--- config.mk ---
export PLATFORM = sky130hd
export DESIGN_NAME = stream_source_gen
export DESIGN_NICKNAME = d
export VERILOG_FILES = /design/src/rtl/stream_source_gen.sv
export SDC_FILE = /design/constraint.sdc
export NUM_CORES = 1
export LEC_CHECK = 0
export ABC_AREA = 1
export CAP_MARGIN = 20
export CORE_MARGIN = 2
export CORE_UTILIZATION = 40
export DETAILED_ROUTE_END_ITERATION = 12
export PLACE_DENSITY_LB_ADDON = 0.08
export RECOVER_POWER = 100
export SLEW_MARGIN = 20
export SYNTH_ARGS = -nofsm -noshare
export SYNTH_HDL_FRONTEND = slang
export SYNTH_SLANG_ARGS = --single-unit
--- constraint.sdc ---
create_clock -name clk -period 5.11 [get_ports clk]
set_input_delay 1.022 -clock clk [delete_from_list [all_inputs] [get_ports clk]]
set_output_delay 1.022 -clock clk [all_outputs]
set_load 0.03 [all_outputs]
--- src/rtl/stream_source_gen.sv ---
// Valid/ready stream source: fixed-length bursts of incrementing or Galois-LFSR
// data with a last marker, an idle gap between bursts and a completed-burst counter.
module stream_source_gen #(
  parameter int unsigned DATA_W     = 32,
  parameter int unsigned BURST_LEN  = 8,
  parameter int unsigned GAP_CYCLES = 2,
  parameter logic [63:0] START_VAL  = 64'd1,
  parameter logic [63:0] STEP       = 64'd1,
  parameter logic [63:0] POLY       = 64'hB8,
  parameter int unsigned CNT_W      = 16
) (
  input  logic              clk,
  input  logic              rst,
  input  logic              en,
  input  logic              mode,
  output logic [DATA_W-1:0] data,
  output logic              valid,
  input  logic              ready,
  output logic              last,
  output logic [CNT_W-1:0]  burst_cnt
);

  localparam int unsigned IDX_W = (BURST_LEN > 1) ? $clog2(BURST_LEN) : 1;
  localparam int unsigned GAP_W = (GAP_CYCLES > 1) ? $clog2(GAP_CYCLES) : 1;
  localparam logic [DATA_W-1:0] START_W  = START_VAL[DATA_W-1:0];
  localparam logic [DATA_W-1:0] STEP_W   = STEP[DATA_W-1:0];
  localparam logic [DATA_W-1:0] POLY_W   = POLY[DATA_W-1:0];
  localparam logic [IDX_W-1:0]  LAST_IDX = IDX_W'(BURST_LEN - 1);
  localparam logic [GAP_W-1:0]  GAP_LAST = GAP_W'(GAP_CYCLES - 1);
  localparam logic              FIRST_LAST = (BURST_LEN == 1);
  localparam logic              HAS_GAP    = (GAP_CYCLES != 0);

  typedef enum logic [1:0] {IDLE, SEND, GAP} state_t;

  // The LFSR can never run from an all-zero state; substitute 1.
  function automatic logic [DATA_W-1:0] seed_fix(input logic [DATA_W-1:0] v, input logic m);
    return (m && (v == '0)) ? DATA_W'(1) : v;
  endfunction

  function automatic logic [DATA_W-1:0] advance(input logic [DATA_W-1:0] v, input logic m);
    logic [DATA_W-1:0] x;
    logic [DATA_W-1:0] n;
    x = seed_fix(v, m);
    if (m) begin
      n = (x >> 1) ^ (x[0] ? POLY_W : '0);
      n = seed_fix(n, 1'b1);
    end else begin
      n = v + STEP_W;
    end
    return n;
  endfunction

  state_t            state_q, state_d;
  logic [DATA_W-1:0] gen_q, gen_d;
  logic              mode_q, mode_d;
  logic [IDX_W-1:0]  idx_q, idx_d;
  logic [GAP_W-1:0]  gap_q, gap_d;
  logic              valid_q, valid_d;
  logic [DATA_W-1:0] data_q, data_d;
  logic              last_q, last_d;
  logic [CNT_W-1:0]  cnt_q, cnt_d;

  logic [DATA_W-1:0] gen_adv_c;
  logic [DATA_W-1:0] start_val_c;
  logic [DATA_W-1:0] chain_val_c;
  logic              start_c;

  assign gen_adv_c   = advance(gen_q, mode_q);
  assign start_val_c = seed_fix(gen_q, mode);
  assign chain_val_c = seed_fix(gen_adv_c, mode);

  always_ff @(posedge clk or posedge rst) begin
    if (rst) begin
      state_q <= IDLE;
      gen_q   <= START_W;
      mode_q  <= 1'b0;
      idx_q   <= '0;
      gap_q   <= '0;
      valid_q <= 1'b0;
      data_q  <= '0;
      last_q  <= 1'b0;
      cnt_q   <= '0;
    end else begin
      state_q <= state_d;
      gen_q   <= gen_d;
      mode_q  <= mode_d;
      idx_q   <= idx_d;
      gap_q   <= gap_d;
      valid_q <= valid_d;
      data_q  <= data_d;
      last_q  <= last_d;
      cnt_q   <= cnt_d;
    end
  end

  // Next-state and registered-output computation.
  always_comb begin
    state_d = state_q;
    gen_d   = gen_q;
    mode_d  = mode_q;
    idx_d   = idx_q;
    gap_d   = gap_q;
    valid_d = valid_q;
    data_d  = data_q;
    last_d  = last_q;
    cnt_d   = cnt_q;
    start_c = 1'b0;

    case (state_q)
      IDLE: start_c = en;
      SEND: begin
        if (valid_q && ready) begin
          gen_d = gen_adv_c;
          if (!last_q) begin
            idx_d  = idx_q + IDX_W'(1);
            data_d = gen_adv_c;
            last_d = ((idx_q + IDX_W'(1)) == LAST_IDX);
          end else begin
            cnt_d   = cnt_q + CNT_W'(1);
            valid_d = 1'b0;
            last_d  = 1'b0;
            idx_d   = '0;
            gap_d   = '0;
            if (HAS_GAP) begin
              state_d = GAP;
            end else if (en) begin
              // Zero-gap chaining: next burst starts with no bubble.
              mode_d  = mode;
              gen_d   = chain_val_c;
              data_d  = chain_val_c;
              valid_d = 1'b1;
              last_d  = FIRST_LAST;
            end else begin
              state_d = IDLE;
            end
          end
        end
      end
      GAP: begin
        if (gap_q == GAP_LAST) begin
          if (en) start_c = 1'b1;
          else    state_d = IDLE;
        end else begin
          gap_d = gap_q + GAP_W'(1);
        end
      end
      default: state_d = IDLE;
    endcase

    if (start_c) begin
      state_d = SEND;
      mode_d  = mode;
      gen_d   = start_val_c;
      data_d  = start_val_c;
      valid_d = 1'b1;
      last_d  = FIRST_LAST;
      idx_d   = '0;
    end
  end

  assign data      = data_q;
  assign valid     = valid_q;
  assign last      = last_q;
  assign burst_cnt = cnt_q;

endmodule

==> out/qor.txt, run 1 <==
status: finished with violations
failing checks: capacitance limit, slew limit
area fraction of the dominant cell type after synthesis: 39.1%
CP required: 5.29 ns
register area share after synthesis: 39.6%
CTS tree: yes
CORE AREA: 13800 um^2
Netlist cell types: 42
Static Leak: 3.18 nW
initial antenna violation count: 0
final worst-path cycle share: 69.4%
Vias: 5135
Num CTS Buffers: 9
final wirelength: 15100 um
Sequential Area: 2230 um^2
FFs w/ async S/R, synth: 100%
drt wl/cell: 14.8 um
CP Capture Type: flop
HPWL Detailed: 10700 um
type of the worst min-delay path: flop to flop
clk_lat worst skew: 0.35 ns
first-pass GRT wire length: 25800 um
CP startpoint kind: primary input
Final Setup Violations: 0
vias in the first global route: 5156
Final #Nets: 846
min Tclk post-route: 3.55 ns
Root Driver: clkbuf_16
row count: 43
clk sink count: 89
GR Util All Layers: 22.0%
Final Hold Viols: 0
Filler cells: 1416
pin count of the biggest net entering global routing: 51
count of cells resized by post-cts repair: 0
Die H: 123 um
number of synthesized flops with an enable pin: 0
Setup CP Type: primary input to flop
global route total overflow: 0
Power Density: 567 nW/um^2
Syn Inst Count: 804
full die area: 15000 um^2
most frequent cell after synthesis: nand2_1
Mean Syn Cell Area: 7.00 um^2
initial drt markers: 352
H-Tree Depth: 3
Post-CTS Setup Inserts: 0
Slew headroom: -48.7%
Worst Tran Pin Value: 2.22 ns
Starting Density: 40.7%
Synth area leaders: dfrtp_1, nand2_1, nand3_1
hold_buf cts: 0
Cell Area, Placed: 6220 um^2
Max-Cap Viols: 1
clock buffer depth: 2
Mapped Area: 5630 um^2
Multi-input gate area: 2860 um^2
RSZ-0062 raised after global routing: no
Finished Cell Area: 6450 um^2
Max Freq: 282 MHz
post-synth top area cell: dfrtp_1
Syn Nets: 814
commonest register cell after synthesis: dfrtp_1
clock transition at the registers of the reported paths: 0.07 ns
PortBufs: 54
skew final: 0.0104 ns
via density per instance: 5.03
maximum vdd drop: 274 uV
DR pass1 iterations: 4
P&R area growth vs syn: 14.6%
Max Slew Vio Count: 51
DRC: 0
die width: 123 um
Ys Warns: 0
fraction of layout cells with a size suffix above 1: 6.42%
Yosys reg bits: 89
ant diodes: 0
crit-path max FO: 29
RD Place Congestion: 0.954
DRT antenna net count: 0
most frequent cells after synthesis: nand2_1, dfrtp_1, nor2_1, nand3_1, inv_1
WP data arrival: 3.72 ns
total negative slack: 0 ns
I/O pin cnt: 55
==> layer usage <==
| metal | vias up | GRT usage [%] | share of wire (%) |
|---|---|---|---|
| met4 | 0 | 9.34 | 2.6 |
| met5 | - | 0 | 0 |
| met3 | 24 | 3.95 | 4.1 |
| met1 | 2419 | 29.0 | 47 |
| met2 | 111 | 35.4 | 46 |
| li1 | 2581 | - | - |
==> kinds of logic after synthesis <==
logic type	count (synthesis)	synth area share, %
DFF	89	39.6
AOI/OAI and AO/OA	61	6.45
buffers and inverters	106	8.25
xor gates and xnor gates	36	5.60
and+or+nand+nor	507	39.0
adders and majority gates	5	1.11
==> flip-flops by register name, indices dropped and copies added (netlist names) <==
signal and cells:
state_q 2, data 32, gap_q 1, idx_q 3, valid 1, last 1
burst_cnt 16, gen_q 32, mode_q 1
==> placed cells by master, fill, tap and decap left out, types with 2 or more instances in the layout <==
master         instances
o211ai_1               2
nor2_1                92
nand2_2                3
inv_6                  3
dlygate4sd3_1         53
a31oi_1                2
clkinvlp_4             2
o21ai_0               33
inv_2                  7
xor2_1                27
nor3_2                 2
nand4_1                5
nor3_1                 4
buf_4                  4
xnor2_1                9
nor2_2                10
o2111ai_1              4
inv_1                 59
nand3_1               76
nor2_4                 2
clkbuf_16              9
a21oi_1               10
dfrtp_1               88
o21ai_1                2
nand3_2                2
nand2_1              306
ha_1                   5
==> per-stage QoR <==
stage	total power [W]	worst slack, ns	utilization (%)	std cells	hold WS, ns
2_1_floorplan	0.00253	1.78	-	804	0.461
3_3_place_gp	0.00303	1.91	45.0	1005	0.463
3_5_place_dp	0.00306	1.87	45.0	1005	0.465
4_1_cts	0.00377	2.24	47.3	1021	0.481
5_1_grt	0.00400	1.24	46.6	1021	0.497
6_report	0.00366	1.56	46.6	1021	0.468
==> report_power, final <==
group          switching (W)  leakage, nW  total [W]  internal [W]
clock               0.000298        0.146   0.000696      0.000398
sequential          0.000306         1.12    0.00125      0.000945
combinational        0.00114         1.91    0.00171      0.000567
==> path summary, 6_finish.rpt <==
kind / slack (ns) / endpoint / depth (start not counted) / from
setup / recovery: 1.56 / gen_q[8] / 8 / en
setup reg to reg: 2.31 / gen_q[8] / 8 / state_q[0]
hold / removal: 0.47 / burst_cnt[15] / 1 / burst_cnt[15]
min in group asynchronous: 1.71 / data[11] / 2 / rst
max in group asynchronous: 2.04 / gap_q / 3 / rst
hold reg to reg: 0.47 / burst_cnt[15] / 1 / burst_cnt[15]
==> worst max-delay path, cell delays in order <==
cell and delay (ns):
dlygate4sd3_1 0.53, nand2_1 0.08, clkinv_1 0.07, nand2_1 0.08
inv_1 0.44, nor2_1 0.32, clkbuf_1 0.93, o21ai_0 0.24
==> layout make-up <==
| type | count | share of cell area, % |
|---|---|---|
| clock buffer | 10 | 3.71 |
| clock inverter | 6 | 1.11 |
| multi-input combinational | 609 | 44.3 |
| inverter | 68 | 3.98 |
| timing repair buffer | 59 | 8.90 |
| sequential | 89 | 34.5 |
| tap | 180 | 3.49 |
(Power assumes the default switching activity.)
==> run 2, diff against run 1 <==
clock period = 3.4 ns   (was 5.11 ns; I/O delays follow)
==> out/qor.txt, run 2 (same netlist as run 1, synthesis figures left out) <==
hold_buf cts: 0 (unchanged)
clock transition at the registers of the reported paths: 0.06 ns (was 0.07 ns)
CORE AREA: 13800 um^2 (unchanged)
global route total overflow: 0 (unchanged)
Static Leak: 3.20 nW (was 3.18 nW)
DR pass1 iterations: 4 (unchanged)
Setup CP Type: flop to flop (was primary input to flop)
fraction of layout cells with a size suffix above 1: 6.29% (was 6.42%)
Critical path origin: gen_q[0] (was en)
Num CTS Buffers: 9 (unchanged)
Finished Cell Area: 6450 um^2 (unchanged)
Vias: 5149 (was 5135)
Post-CTS Setup Inserts: 0 (unchanged)
H-Tree Depth: 3 (unchanged)
worst reg-to-reg path cell count: 10 (was 8)
I/O pin cnt: 55 (unchanged)
Net Sw Frac: 47.9% (was 47.8%)
row count: 43 (unchanged)
Final Setup Violations: 0 (unchanged)
final wirelength: 15400 um (was 15100 um)
sw power: 0.00263 W (was 0.00175 W)
pin count of the biggest net entering global routing: 90 (was 51)
status: finished with violations (unchanged)
clk_lat worst skew: 0.36 ns (was 0.35 ns)
initial antenna violation count: 0 (unchanged)
Sequential Area: 2230 um^2 (unchanged)
Worst Path Buf+Inv: 0 (was 4)
Power Density: 850 nW/um^2 (was 567 nW/um^2)
ant diodes: 0 (unchanged)
Filler cells: 1422 (was 1416)
Cell Area, Placed: 6250 um^2 (was 6220 um^2)
drt wl/cell: 15.1 um (was 14.8 um)
Cell Chain, Critical Path: ha_1, nand2_1, nor2_1, nand2_1, nor2_1, nand3_1, o211ai_1, o21ai_1, nand3_1, o21ai_0 (was dlygate4sd3_1, nand2_1, clkinv_1, nand2_1, inv_1, nor2_1, clkbuf_1, o21ai_0)
RD Place Congestion: 0.924 (was 0.954)
first-pass GRT wire length: 26400 um (was 25800 um)
reg-to-reg critical path endpoint: gen_q[10] (was gen_q[8])
commonest non-fill, non-tap cell in the layout: nand2_1 (unchanged)
CTS tree: yes (unchanged)
HPWL Detailed: 11100 um (was 10700 um)
Max-Cap Viols: 1 (unchanged)
count of cells resized by post-cts repair: 0 (unchanged)
final worst-path cycle share: 80.5%
WP data arrival: 2.95 ns (was 3.72 ns)
PortBufs: 54 (unchanged)
type of the worst min-delay path: flop to flop (unchanged)
part of the power in registers: 34.3% (was 34.2%)
die width: 123 um (unchanged)
crit-path max FO: 11 (was 29)
vias in the first global route: 5195 (was 5156)
CP startpoint kind: flop (was primary input)
skew final: 0.00689 ns (was 0.0104 ns)
crit-path max cell delay: 0.84 ns (was 0.93 ns)
most frequent cells in the layout: nand2_1, nor2_1, dfrtp_1 (unchanged)
Slew headroom: -32.4% (was -48.7%)
maximum vdd drop: 322 uV (was 274 uV)
Final Hold Viols: 0 (unchanged)
family with the most delay on the worst path: simple AND/OR/NAND/NOR gates (was buffers and inverters)
Root Driver: clkbuf_16 (unchanged)
DRT antenna net count: 0 (unchanged)
CP required: 3.61 ns (was 5.29 ns)
crit path capture: gen_q[10] (was gen_q[8])
clk sink count: 89 (unchanged)
Final #Nets: 848 (was 846)
initial drt markers: 275 (was 352)
total negative slack: 0 ns (unchanged)
min Tclk post-route: 2.74 ns
DRC: 0 (unchanged)
P&R area growth vs syn: 14.6% (unchanged)
Clock power frac: 18.0% (was 19.0%)
Crit. path cell count: 10 (was 8)
via density per instance: 5.04 (was 5.03)
full die area: 15000 um^2 (unchanged)
GR Util All Layers: 22.6% (was 22.0%)
Multi-input gate area: 2860 um^2 (about the same)
Die H: 123 um (unchanged)
RSZ-0062 raised after global routing: no (unchanged)
clock buffer depth: 2 (unchanged)
CP Capture Type: flop (unchanged)
Worst R2R Start: gen_q[0] (was state_q[0])
Starting Density: 40.7% (unchanged)
Max Freq: 365 MHz
reg-to-reg setup timing slack: 0.66 ns (was 2.31 ns)
Max Slew Vio Count: 90 (was 51)
Pint: 0.00286 W (was 0.00191 W)
failing checks: capacitance limit, slew limit (unchanged)
slowest CP cell: dfstp_1 (was clkbuf_1)
combinational share of power: 47.7% (was 46.8%)
Worst Tran Pin Value: 1.99 ns (was 2.22 ns)
==> run 2: cell count changes in the layout (fill, tap and decap cells not counted), sizes merged <==
cell and delta:
inv -2, buf +3, clkdlybuf4s50 +2, clkinv +3
dlygate4sd3 -2, clkbuf -1, clkinvlp -2
==> run 2: how the worst min path moves through the flow <==
stage | end | slack (ns) | depth (start not counted) | start
5_1_grt | data[15] | 0.50 | 2 | data[15]
3_3_place_gp | burst_cnt[15] | 0.46 | 1 | burst_cnt[15]
6_report | burst_cnt[15] | 0.47 | 1 | burst_cnt[15]
2_1_floorplan | idx_q[2] | 0.46 | 2 | idx_q[2]
3_5_place_dp | data[11] | 0.47 | 2 | data[11]
4_1_cts | data[11] | 0.48 | 2 | data[11]
==> run 2: cell type report <==
| class | instances | area share [%] |
|---|---|---|
| multi-input cells | 609 | 44.4 |
| clock buffers | 10 | 3.55 |
| well taps | 180 | 3.49 |
| flip-flops and latches | 89 | 34.5 |
| repair buffers | 61 | 9.16 |
| inverters | 68 | 3.98 |
| clock inverters | 5 | 0.892 |
==> run 2: power groups by stage <==
stage | Clock, W | Combinational, W | Sequential [W]
6_report | 0.000988 | 0.00262 | 0.00188
5_1_grt | 0.00106 | 0.00299 | 0.00195
4_1_cts | 0.00102 | 0.00274 | 0.00190
3_5_place_dp | 0 | 0.00273 | 0.00191
3_3_place_gp | 0 | 0.00268 | 0.00190
2_1_floorplan | 0 | 0.00182 | 0.00199
==> run 2: routing by layer <==
layer	track usage (%)	part of all wire, %	vias up	wire [um]
li1	-	-	2583	-
met1	29.9	46	2439	7020
met2	36.8	48	108	7370
met3	3.16	4.6	19	702
met4	9.77	1.9	0	291
met5	0	0	-	0
==> run 2: through the flow <==
stage	instances	util, %	total power [W]	setup slack (ns)	hold slack, ns
floorplan	804	-	0.00380	0.415	0.461
detailed placement	1007	45.2	0.00464	0.421	0.467
global placement	1007	45.2	0.00458	0.542	0.462
finish	1022	46.6	0.00548	0.662	0.471
CTS	1022	47.3	0.00565	0.802	0.483
global route	1022	46.6	0.00600	0.349	0.498
